<file path="config.mk">
export PLATFORM = sky130hd
export DESIGN_NAME = mips_fetch_flat
export DESIGN_NICKNAME = d
export VERILOG_FILES = /design/src/rtl/mips_pkg.sv /design/src/rtl/mips_fetch_if.sv /design/src/rtl/mips_fetch_fifo.sv /design/src/rtl/mips_fetch.sv /design/src/flat_wrapper.sv
export SDC_FILE = /design/constraint.sdc
export NUM_CORES = 1
export LEC_CHECK = 0
export CORE_UTILIZATION = 54
export DETAILED_ROUTE_END_ITERATION = 6
export PLACE_DENSITY_LB_ADDON = 0.08
export SLEW_MARGIN = 10
export SYNTH_ARGS = -nofsm -noshare
export SYNTH_HDL_FRONTEND = slang
export SYNTH_SLANG_ARGS = --single-unit
export TNS_END_PERCENT = 30
</file>
<file path="constraint.sdc">
create_clock -name clk -period 12.5 [get_ports clk]
set_input_delay 2.5 -clock clk [delete_from_list [all_inputs] [get_ports clk]]
set_output_delay 2.5 -clock clk [all_outputs]
set_load 0.03 [all_outputs]
</file>
<file path="src/rtl/mips_pkg.sv">
// mips_pkg: shared MIPS opcode/funct constants and the fetch state type.
package mips_pkg;

    localparam logic [5:0] OP_RTYPE = 6'h00;
    localparam logic [5:0] OP_J     = 6'h02;
    localparam logic [5:0] OP_BEQ   = 6'h04;
    localparam logic [5:0] OP_ADDI  = 6'h08;
    localparam logic [5:0] OP_LW    = 6'h23;
    localparam logic [5:0] OP_SW    = 6'h2B;

    localparam logic [5:0] FN_ADD = 6'h20;
    localparam logic [5:0] FN_SUB = 6'h22;
    localparam logic [5:0] FN_AND = 6'h24;
    localparam logic [5:0] FN_OR  = 6'h25;
    localparam logic [5:0] FN_SLT = 6'h2A;

    typedef enum logic [1:0] {BOOT, RUN, ERR} t_fetch_state;

    function automatic logic [31:0] jump_target(input logic [31:0] pc4, input logic [25:0] idx);
        return {pc4[31:28], idx, 2'b00};
    endfunction

endpackage

</file>
<file path="src/rtl/mips_fetch_if.sv">
// mips_fetch_if: instruction memory request/response channels.
interface mips_fetch_if;
    logic        req_valid;
    logic [31:0] req_addr;
    logic        req_ready;
    logic        rsp_valid;
    logic [31:0] rsp_data;
    modport master(output req_valid, req_addr, input req_ready, rsp_valid, rsp_data);
    modport slave(input req_valid, req_addr, output req_ready, rsp_valid, rsp_data);
endinterface

</file>
<file path="src/rtl/mips_fetch_fifo.sv">
// mips_fetch_fifo: registered {pc, data} queue with synchronous flush and occupancy count.
module mips_fetch_fifo #(
    parameter int DEPTH = 2,
    parameter int W     = 64
) (
    input  logic                       clk,
    input  logic                       rst,
    input  logic                       flush,
    input  logic                       push,
    input  logic                       pop,
    input  logic [W-1:0]               wdata,
    output logic [W-1:0]               rdata,
    output logic [$clog2(DEPTH+1)-1:0] count
);
    localparam int AW = $clog2(DEPTH);
    localparam int CW = $clog2(DEPTH+1);

    logic [W-1:0]  mem [DEPTH];
    logic [AW-1:0] rp, wp;

    function automatic logic [AW-1:0] nxt(input logic [AW-1:0] p);
        return (p == AW'(DEPTH-1)) ? '0 : p + 1'b1;
    endfunction

    always_ff @(posedge clk) begin
        if (rst || flush) begin
            rp    <= '0;
            wp    <= '0;
            count <= '0;
        end else begin
            if (push) wp <= nxt(wp);
            if (pop) rp <= nxt(rp);
            count <= count + CW'(push) - CW'(pop);
        end
    end

    always_ff @(posedge clk)
        if (push && !flush) mem[wp] <= wdata;

    assign rdata = mem[rp];

endmodule

</file>
<file path="src/rtl/mips_fetch.sv">
// mips_fetch: PC, credit-limited imem requests and flushable instruction queue.
// Optional MIPS_FETCH_JMP_PREDECODE_EN: self-redirect on a delivered J instruction.
module mips_fetch
    import mips_pkg::*;
#(
    parameter int          DEPTH    = 2,
    parameter logic [31:0] RESET_PC = 32'h0000_0000
) (
    input  logic              clk,
    input  logic              rst,
    mips_fetch_if.master      imem,
    output logic              inst_valid,
    input  logic              inst_ready,
    output logic [31:0]       inst_data,
    output logic [31:0]       inst_pc,
    output logic [5:0]        inst_opcode,
    output logic [5:0]        inst_funct,
    input  logic              redirect_valid,
    input  logic [31:0]       redirect_pc,
    output logic              fetch_err
);
    localparam int CW = $clog2(DEPTH+1);

    t_fetch_state  state, state_n;
    logic [31:0]   pc, target;
    logic [CW-1:0] outstanding, drop_cnt, count;
    logic [63:0]   head;
    logic          pop, jmp, redir, flush, fire, drop, push;

    assign pop = inst_valid && inst_ready;
`ifdef MIPS_FETCH_JMP_PREDECODE_EN
    assign jmp    = pop && inst_opcode == OP_J;
    assign target = redirect_valid ? redirect_pc : jump_target(inst_pc + 32'd4, inst_data[25:0]);
`else
    assign jmp    = 1'b0;
    assign target = redirect_pc;
`endif
    assign redir = redirect_valid || jmp;
    assign flush = redir || state == ERR;
    assign drop  = drop_cnt != '0;
    assign push  = imem.rsp_valid && !drop && !flush;

    // credits cover both in-flight requests and queued entries, so the queue cannot overflow
    assign imem.req_valid = state == RUN && !redir &&
                            (int'(outstanding) + int'(count) - int'(pop)) < DEPTH;
    assign imem.req_addr  = pc;
    assign fire           = imem.req_valid && imem.req_ready;

    mips_fetch_fifo #(.DEPTH(DEPTH), .W(64)) u_fifo (
        .clk   (clk),
        .rst   (rst),
        .flush (flush),
        .push  (push),
        .pop   (pop),
        .wdata ({pc - 32'(int'(outstanding) * 4), imem.rsp_data}),
        .rdata (head),
        .count (count)
    );

    assign inst_valid  = count != '0;
    assign inst_data   = inst_valid ? head[31:0] : 32'h0;
    assign inst_pc     = inst_valid ? head[63:32] : 32'h0;
    assign inst_opcode = inst_data[31:26];
    assign inst_funct  = inst_data[5:0];
    assign fetch_err   = state == ERR;

    always_comb begin
        state_n = state;
        state_n = state == BOOT ? RUN :
                  (state == RUN && redirect_valid && redirect_pc[1:0] != 2'b00) ? ERR : state;
    end

    always_ff @(posedge clk)
        state <= rst ? BOOT : state_n;

    always_ff @(posedge clk) begin
        if (rst) begin
            pc          <= RESET_PC;
            outstanding <= '0;
            drop_cnt    <= '0;
        end else begin
            pc          <= redir ? target : fire ? pc + 32'd4 : pc;
            outstanding <= outstanding + CW'(fire) - CW'(imem.rsp_valid);
            drop_cnt    <= redir ? outstanding - CW'(imem.rsp_valid) : drop_cnt - CW'(imem.rsp_valid && drop);
        end
    end

endmodule

</file>
<file path="src/flat_wrapper.sv">
// flat-port wrapper written by rule: the top's interface ports become plain ports
module mips_fetch_flat import mips_pkg::*;
#(
    parameter int          DEPTH    = 2,
    parameter logic [31:0] RESET_PC = 32'h0000_0000
)
  (clk, rst, inst_valid, inst_ready, inst_data, inst_pc, inst_opcode, inst_funct, redirect_valid, redirect_pc, fetch_err, imem_req_valid, imem_req_addr, imem_req_ready, imem_rsp_valid, imem_rsp_data);
  mips_fetch_if imem_i ();
  input  logic clk;
  input  logic rst;
  output logic inst_valid;
  input  logic inst_ready;
  output logic [31:0] inst_data;
  output logic [31:0] inst_pc;
  output logic [5:0] inst_opcode;
  output logic [5:0] inst_funct;
  input  logic redirect_valid;
  input  logic [31:0] redirect_pc;
  output logic fetch_err;
  output wire logic [$bits(imem_i.req_valid)-1:0] imem_req_valid;
  output wire logic [$bits(imem_i.req_addr)-1:0] imem_req_addr;
  input wire logic [$bits(imem_i.req_ready)-1:0] imem_req_ready;
  input wire logic [$bits(imem_i.rsp_valid)-1:0] imem_rsp_valid;
  input wire logic [$bits(imem_i.rsp_data)-1:0] imem_rsp_data;
  assign imem_req_valid = imem_i.req_valid;
  assign imem_req_addr = imem_i.req_addr;
  assign imem_i.req_ready = imem_req_ready;
  assign imem_i.rsp_valid = imem_rsp_valid;
  assign imem_i.rsp_data = imem_rsp_data;
  mips_fetch #(.DEPTH(DEPTH), .RESET_PC(RESET_PC)) u_core (.clk(clk), .rst(rst), .imem(imem_i), .inst_valid(inst_valid), .inst_ready(inst_ready), .inst_data(inst_data), .inst_pc(inst_pc), .inst_opcode(inst_opcode), .inst_funct(inst_funct), .redirect_valid(redirect_valid), .redirect_pc(redirect_pc), .fetch_err(fetch_err));
endmodule
</file>
==> results of run 1 <==
through the flow:
step	cells	utilization, %	cell area [um^2]
final	1000	72.6	10200
after global routing	999	72.6	10200
after CTS	999	72.6	10200
after detailed placement	968	68.8	9660
after global placement	968	68.8	9660
after floorplan	660	-	7860
synthesized netlist by cell type (all sizes together) (13+ instances only):
cell type  count
nor2         100
inv           19
clkbuf        23
edfxtp       128
a211oi        14
nand2         20
xor2          24
mux2i         66
o21ai         21
a21oi         13
xnor2         15
nor3          19
dfxtp         43
buf           34
worst register-to-register path, stage by stage (launching register included):
cell	delay, ps
dfxtp_1	360
ha_1	230
fa_1	510
inv_1	50
ha_1	190
ha_1	280
nand3b_1	90
o21a_1	230
or4_4	590
or3_1	350
a311oi_1	300
layout by cell type, fill, tap and decap left out, types with 11 or more instances in the layout:
| master | instances |
|---|---|
| inv_1 | 19 |
| edfxtp_1 | 128 |
| xnor2_1 | 15 |
| mux2i_1 | 66 |
| clkbuf_16 | 17 |
| nor3_1 | 18 |
| nor4_1 | 11 |
| clkdlybuf4s50_1 | 180 |
| a311oi_1 | 12 |
| o21ai_0 | 20 |
| xor2_1 | 24 |
| dfxtp_1 | 42 |
| a21oi_1 | 13 |
| nand3_1 | 11 |
| nor2_1 | 98 |
| nand2_1 | 20 |
| a211oi_1 | 14 |
cell type report:
type                       count  area, um^2
fill                         971        3840
clock buffer                  18         429
antenna                        1        2.50
multi-input combinational    412        2820
tap                          180         225
timing repair buffer         185        1840
clock inverter                13         104
inverter                      20        75.1
sequential                   171        4710
cell families after synthesis:
logic type / Yosys count / synth area share, %
flops: 171 / 59.9
fa+ha+maj: 12 / 2.10
compound gates: 81 / 7.21
mux: 66 / 8.41
buf+inv: 77 / 4.51
simple gates: 214 / 13.6
xor+xnor: 39 / 4.35
state kept, by name, summed over array words and instances, names as in the netlist, named ones only:
| register | flops |
|---|---|
| u_core.u_fifo.count | 2 |
| u_core.u_fifo.mem | 128 |
| u_core.u_fifo.wp | 1 |
| u_core.outstanding | 2 |
| u_core.imem.req_addr | 32 |
| u_core.drop_cnt | 2 |
| u_core.state | 2 |
| u_core.u_fifo.rp | 1 |
layer usage:
layer,wire length (um),vias up
met2,8510,225
li1,-,2704
met5,0,-
met4,315,0
met3,1020,25
met1,7610,2671
power breakdown:
group	switching, uW	leakage, uW	internal, uW
registers	25.9	0.00153	644
logic	110	0.00164	84.2
clock network	207	0.000252	270
total	342	0.00342	998
worst min-delay path by stage:
stage                                     endpoint  slack (ps)               startpoint  depth (start not counted)
after floorplan           u_core.u_fifo.mem[0][32]         450  u_core.imem.req_addr[0]                          0
after CTS                 u_core.u_fifo.mem[0][33]         530  u_core.imem.req_addr[1]                          0
after global placement            u_core.u_fifo.rp         490         u_core.u_fifo.rp                          2
after global routing      u_core.u_fifo.mem[0][33]         530  u_core.imem.req_addr[1]                          0
final                     u_core.u_fifo.mem[0][33]         530  u_core.imem.req_addr[1]                          0
after detailed placement  u_core.u_fifo.mem[0][33]         520  u_core.imem.req_addr[1]                          0
==> flow_summary_export.csv, run 1 <==
group,metric,value,unit
cts,post-cts-setup-buffer-count,0,
setup_path,crit_fanout,36,
die,start_util,56.0,%
sta,worst_pin_slew,1160,ps
finish,fin_nets,889,
place,gp_congestion,0.850,
logic_synthesis,syn_avg_cell_area,11.9,um^2
cts,cts-hold-fix-buffers,0,
die,rows,43,
sta,final-setup-viol-count,0,
power,p_total,1340,uW
global_routing,grt_max_degree,66,
detailed_routing,firstDrtPassIters,5,
global_routing,grt.busiest_layer,"met2",
global_routing,grt_pass1_vias,5542,
setup_path,cp_data_arrival_time,5170,ps
job,maxCapViolCount,0,
logic_synthesis,syn_area,7860,um^2
setup_path,cp_num_cells,5,
setup_path,path_buf_inv,4,
setup_path,timing.rr.start,"u_core.u_fifo.count[0]",
power,power.density,131,nW/um^2
power,irDropWorstVdd,0.0769,mV
cts,ctsResizeCount,0,
logic_synthesis,yosys_warnings,0,
cts,clk_latency,420,ps
setup_path,crit_chain,"clkdlybuf4s50_1 > buf_4 > clkinv_1 > and3_1 > clkdlybuf4s50_1",
die,die_h,123,um
setup_path,r2r_end,"u_core.imem.req_addr[27]",
cts,tritoncts,"done",
die,core_area,14000,um^2
setup_path,worst_path_max_delay_cell,"clkinv_1",
sta,slew_headroom,22.5,%
sta,final.setup.worst_slack,4830,ps
sta,rsz0062_at_grt,"false",
cts,numCtsBuffers,17,
detailed_routing,dr_total_vias,5625,
logic_synthesis,synth_top_area_cell,"edfxtp_1",
sta,setup_tns,0,ps
logic_synthesis,yosysTopAreaCellShare,48.9,%
detailed_routing,drt.antenna.violating_nets,0,
logic_synthesis,synthCells,660,
sta,period_share,61.4,%
sta,finClkSkew,6.68,ps
die,die-area,15000,um^2
global_routing,overflow,0,
setup_path,r2r_slack,9210,ps
logic_synthesis,yosys-top-cells-area,"edfxtp_1 (49%), dfxtp_1 (11%), mux2i_1 (8.4%)",
global_routing,gr-usage-met3,4.23,%
setup_path,crit_path_end_kind,"primary output",
sta,drv_slew,0,
global_routing,grt_usage,24.0,%
setup_path,required,10000,ps
global_routing,grt_antenna_before_repair,1,
cts,clkSinkCount,171,
cts,htree_levels,4,
die,die_w,123,um
cts,clkTransAtPathRegs,60,ps
logic_synthesis,yosysSeqAreaShare,59.9,%
global_routing,grtUsageMet2,41.0,%
finish,final_layout_size_suffix_gt1_share,5.62,%
global_routing,met1_usage,30.4,%
place,dpl.hpwl,11700,um
hold_path,hp-class,"reg -> reg",
finish,area_growth,29.8,%
setup_path,path_class,"in -> out",
detailed_routing,route.detailed.drc,0,
cts,cts.path.max_buffers,2,
sta,fin_crit,7670,ps
logic_synthesis,ys_ff_latch,171,
die,pin_count,181,
global_routing,grt_pass1_wl,27400,um
logic_synthesis,ys_async_sr_fraction,0,%
sta,finalHoldViolations,0,
place,io_buffers,180,
setup_path,cp_slowest_stage_delay,830,ps
cts,clock-root-buffer,"clkbuf_16",
status,status,"completed",
setup_path,worstSetupStartpoint,"redirect_valid",
logic_synthesis,synth_edf_count,128,
setup_path,crit_end,"imem_req_valid",
setup_path,critPathTopFamily,"buffers and inverters",
logic_synthesis,synthDistinctLibCells,54,
logic_synthesis,syn_nets,742,
place,pre_cts_slack,4840,ps
sta,timing.hold.ws,526,ps
power,p_leak,0.00342,uW
setup_path,cp-start-kind,"input pin",
setup_path,path_common_cell,"clkdlybuf4s50_1",
detailed_routing,drt_wl_total,17500,um
setup_path,ff2ff_path_depth,10,
sta,fmax,0.130,GHz
detailed_routing,wl_per_cell,17.5,um
detailed_routing,drtIter0Drc,402,
logic_synthesis,ys.flop_type,"edfxtp_1",
detailed_routing,viasPerCell,5.63,
(Power assumes the default switching activity.)
==> inputs of run 2 (changes only) <==
- CORE_UTILIZATION: 54 -> 50
- clock period: 12.5 -> 7.75 ns (I/O delays scaled with it)
==> flow_summary_export.csv, run 2 (synthesis results as in run 1) <==
group,metric,value,unit
status,status,"completed",
cts,cts.path.max_buffers,2,
power,p_total,2340,uW
place,dpl.hpwl,11800,um
setup_path,timing.rr.start,"u_core.imem.req_addr[2]",
global_routing,grt_usage,22.1,%
setup_path,r2r_end,"u_core.u_fifo.mem[1][58]",
die,pin_count,181,
detailed_routing,route.detailed.drc,0,
sta,finClkSkew,7.83,ps
die,start_util,51.5,%
detailed_routing,dr_total_vias,5660,
sta,drv_slew,0,
sta,rsz0062_at_grt,"false",
setup_path,crit_fanout,7,
global_routing,grt_max_degree,66,
setup_path,worstSetupStartpoint,"inst_ready",
sta,worst_pin_slew,1150,ps
finish,final_layout_size_suffix_gt1_share,6.56,%
cts,numCtsBuffers,17,
cts,ctsResizeCount,0,
sta,final-setup-viol-count,0,
power,power.density,225,nW/um^2
finish,fill_cells,1189,
global_routing,grt_pass1_wl,27500,um
die,die_h,127,um
sta,period_share,74.0,%
cts,clkTransAtPathRegs,60,ps
setup_path,path_class,"in -> out",
detailed_routing,drt_wl_total,17500,um
cts,tritoncts,"done",
finish,largest_register,"u_core.u_fifo.mem",
detailed_routing,drt.antenna.violating_nets,0,
sta,slew_headroom,23.4,%
finish,fin_area,10400,um^2
cts,clkSinkCount,171,
place,io_buffers,180,
detailed_routing,firstDrtPassIters,5,
global_routing,overflow,0,
cts,clk_latency,430,ps
setup_path,required,6200,ps
detailed_routing,viasPerCell,5.47,
die,die-area,16200,um^2
sta,timing.hold.ws,489,ps
cts,clock-root-buffer,"clkbuf_16",
detailed_routing,drtIter0Drc,342,
setup_path,crit_end,"imem_req_valid",
power,irDropWorstVdd,0.168,mV
finish,antenna_cells,0,
place,gp_congestion,0.841,
sta,fin_crit,5740,ps
hold_path,hp-class,"reg -> reg",
place,placed_cell_area,9720,um^2
die,core_area,15300,um^2
finish,largest_reg_flops,128,
die,rows,45,
setup_path,crit_path_end_kind,"primary output",
setup_path,r2r_slack,4490,ps
sta,finalHoldViolations,0,
cts,cts-hold-fix-buffers,0,
global_routing,grt_antenna_before_repair,0,
setup_path,ff2ff_path_depth,8,
power,p_leak,0.00352,uW
setup_path,cp_data_arrival_time,4190,ps
finish,layout_common_cells,"clkdlybuf4s50_1 (180), edfxtp_1 (128), nor2_1 (98)",
finish,regArea,4710,um^2
detailed_routing,wl_per_cell,17.0,um
global_routing,grt_pass1_vias,5429,
cts,htree_levels,4,
die,die_w,127,um
job,maxCapViolCount,0,
finish,area_growth,32.3,%
sta,fmax,0.174,GHz
finish,multi_input_area,2820,um^2
finish,layout_commonest_cell,"clkdlybuf4s50_1",
cts,post-cts-setup-buffer-count,0,
sta,setup_tns,0,ps
finish,fin_nets,892,
setup_path,cp-start-kind,"input pin",
## run 2: cell types whose count changed in the layout (fill, tap and decap cells not counted)
| cell | change |
|---|---|
| clkbuf_8 | +4 |
| clkinv_1 | -4 |
| clkinvlp_4 | -3 |
| inv_6 | -1 |
| bufinv_16 | +4 |
| buf_4 | +3 |
| clkinv_4 | +1 |
| diode_2 | -1 |
## run 2: worst min-delay path by stage
stage	start	end	slack (ps)	depth (start not counted)
after floorplan	u_core.imem.req_addr[0]	u_core.u_fifo.mem[0][32]	450	0
after global placement	u_core.imem.req_addr[0]	u_core.u_fifo.mem[0][32]	470	0
after detailed placement	u_core.imem.req_addr[0]	u_core.u_fifo.mem[0][32]	480	0
after CTS	u_core.imem.req_addr[0]	u_core.u_fifo.mem[1][32]	490	0
after global routing	u_core.imem.req_addr[0]	u_core.u_fifo.mem[0][32]	510	0
final	u_core.imem.req_addr[0]	u_core.u_fifo.mem[1][32]	490	0
## run 2: where the power goes
group / total, uW / internal (uW) / switching [uW]
clock network: 943 / 607 / 336
logic: 318 / 136 / 182
registers: 1080 / 1040 / 38.4
total: 2340 / 1780 / 557
## run 2: through the flow
stage	instances	setup slack [ps]	util [%]
global route	1034	1910	68.1
CTS	1034	2030	68.1
detailed placement	1002	2070	63.7
finish	1034	2010	68.1
floorplan	660	2450	-
global placement	1002	2170	63.7
## run 2: layer usage
metal | up-vias | GRT usage [%] | wire length [um]
li1 | 2705 | - | -
met1 | 2727 | 28.9 | 7760
met2 | 203 | 36.6 | 8430
met3 | 25 | 4.27 | 1020
met4 | 0 | 8.47 | 328
met5 | - | 0 | 0
## run 2: critical path, stage by stage
cell and delay (ps):
clkdlybuf4s50_1 400, o21ai_1 290, nor2_1 100, ha_1 200
ha_1 270, nand3b_1 100, o21ai_0 270, and3_1 310
clkdlybuf4s50_1 690
## run 2: cell type report
type | count | share of cell area [%]
sequential | 171 | 45.3
multi-input combinational | 412 | 27.1
timing repair buffer | 188 | 17.9
clock buffer | 22 | 4.66
tap | 211 | 2.54
clock inverter | 10 | 1.79
inverter | 20 | 0.722
==> inputs of run 3 (changes only) <==
- clock period: 7.75 -> 5.7 ns (I/O delays scaled with it)
==> flow_summary_export.csv, run 3 (synthesis results as in run 1) <==
group,metric,value,unit
setup_path,cp-start-kind,"input pin",
die,die-area,16200,um^2
sta,setup_tns,0,ps
finish,area_growth,31.8,%
die,die_h,127,um
finish,largest_reg_flops,128,
cts,clkTransAtPathRegs,60,ps
cts,clkSinkCount,171,
setup_path,required,4560,ps
sta,finalHoldViolations,0,
detailed_routing,dr_total_vias,5682,
power,swShare,24.0,%
sta,finClkSkew,9.77,ps
sta,drv_slew,0,
finish,final_layout_size_suffix_gt1_share,6.20,%
power,switchingPower,753,uW
sta,timing.hold.ws,488,ps
detailed_routing,wl_per_cell,17.0,um
global_routing,grt_usage,22.7,%
detailed_routing,firstDrtPassIters,5,
power,internal_power,2390,uW
cts,clk_latency,420,ps
die,pin_count,181,
cts,cts.path.max_buffers,2,
global_routing,grt_antenna_before_repair,0,
cts,htree_levels,4,
cts,ctsResizeCount,0,
hold_path,hp-class,"reg -> reg",
die,core_area,15300,um^2
finish,final_util,67.9,%
cts,post-cts-setup-buffer-count,0,
sta,fmax,0.207,GHz
setup_path,cp_data_arrival_time,3690,ps
finish,multi_input_area,2820,um^2
detailed_routing,drtIter0Drc,395,
status,status,"completed",
finish,regArea,4710,um^2
power,p_leak,0.00349,uW
sta,final-setup-viol-count,0,
setup_path,crit_fanout,7,
sta,period_share,84.8,%
setup_path,crit_path_end_kind,"primary output",
global_routing,grt_pass1_vias,5563,
sta,worst_pin_slew,1120,ps
sta,fin_crit,4830,ps
cts,tritoncts,"done",
finish,layout_commonest_cell,"clkdlybuf4s50_1",
power,power_frac_seq,46.8,%
place,io_buffers,180,
detailed_routing,drt_wl_total,17500,um
global_routing,grt_pass1_wl,28200,um
detailed_routing,drt.antenna.violating_nets,0,
cts,cts-hold-fix-buffers,0,
power,pwr-share-clk,39.6,%
die,rows,45,
detailed_routing,route.detailed.drc,0,
die,die_w,127,um
place,dpl.hpwl,12000,um
global_routing,grt_max_degree,65,
cts,numCtsBuffers,17,
finish,layout_common_cells,"clkdlybuf4s50_1 (180), edfxtp_1 (128), nor2_1 (98)",
detailed_routing,viasPerCell,5.50,
finish,fin_nets,891,
setup_path,path_class,"in -> out",
sta,rsz0062_at_grt,"false",
finish,largest_register,"u_core.u_fifo.mem",
sta,slew_headroom,25.5,%
power,comb_power_share,13.7,%
job,maxCapViolCount,0,
power,irDropWorstVdd,0.210,mV
finish,antenna_cells,0,
cts,clock-root-buffer,"clkbuf_16",
global_routing,overflow,0,
finish,fill_cells,1117,
power,power.density,303,nW/um^2
die,start_util,51.5,%
place,gp_congestion,0.855,
run 3: changes by cell type in the layout (fill, tap and decap cells not counted):
cell,change
clkbuf_8,-3
clkinvlp_4,+2
buf_4,-1
clkbuf_1,+1
clkinv_1,+1
clkinv_4,-1
run 3: worst max-delay path, cell delays in order:
cell and delay [ps]:
clkdlybuf4s50_1 400, o21ai_1 290, nor2_1 90, ha_1 200, ha_1 270, nand3b_1 90, o21ai_0 240, and3_1 290
clkdlybuf4s50_1 690
run 3: final timing paths:
path | startpoint | end | slack, ps | cells after the start
worst max-delay path | inst_ready | imem_req_valid | 870 | 9
worst min-delay path | u_core.imem.req_addr[0] | u_core.u_fifo.mem[0][32] | 490 | 0
worst max register to register | u_core.u_fifo.count[0] | u_core.outstanding[1] | 2470 | 12
worst min register to register | u_core.imem.req_addr[0] | u_core.u_fifo.mem[0][32] | 490 | 0
run 3: routing by layer:
| metal | GRT usage [%] | routed length (um) | vias to the layer above |
|---|---|---|---|
| met3 | 5.32 | 1100 | 17 |
| met2 | 38.6 | 8580 | 216 |
| met1 | 28.9 | 7670 | 2747 |
| met4 | 6.79 | 179 | 0 |
| li1 | - | - | 2702 |
| met5 | 0 | 0 | - |
run 3: power groups by stage:
stage          logic [uW]  clock network, uW  registers, uW
6_report              429               1240           1470
3_3_place_gp          418                  0           1490
3_5_place_dp          428                  0           1490
5_1_grt               465               1310           1480
2_1_floorplan         245                  0           1500
4_1_cts               432               1260           1470
run 3: layout make-up:
class / instances / area share [%]
Timing Repair Buffer: 187 / 17.9
Inverter: 20 / 0.725
Tap cell: 211 / 2.55
Clock buffer: 20 / 4.31
Sequential cell: 171 / 45.4
Clock inverter: 12 / 1.90
Multi-Input combinational cell: 412 / 27.2
run 3: through the flow:
| step | cell area, um^2 | setup slack, ps | cells | power, uW |
|---|---|---|---|---|
| floorplan | 7860 | 806 | 660 | 1740 |
| global placement | 9720 | 951 | 1001 | 1910 |
| detailed placement | 9720 | 917 | 1001 | 1920 |
| CTS | 10400 | 902 | 1033 | 3160 |
| global route | 10400 | 787 | 1033 | 3250 |
| finish | 10400 | 869 | 1033 | 3140 |
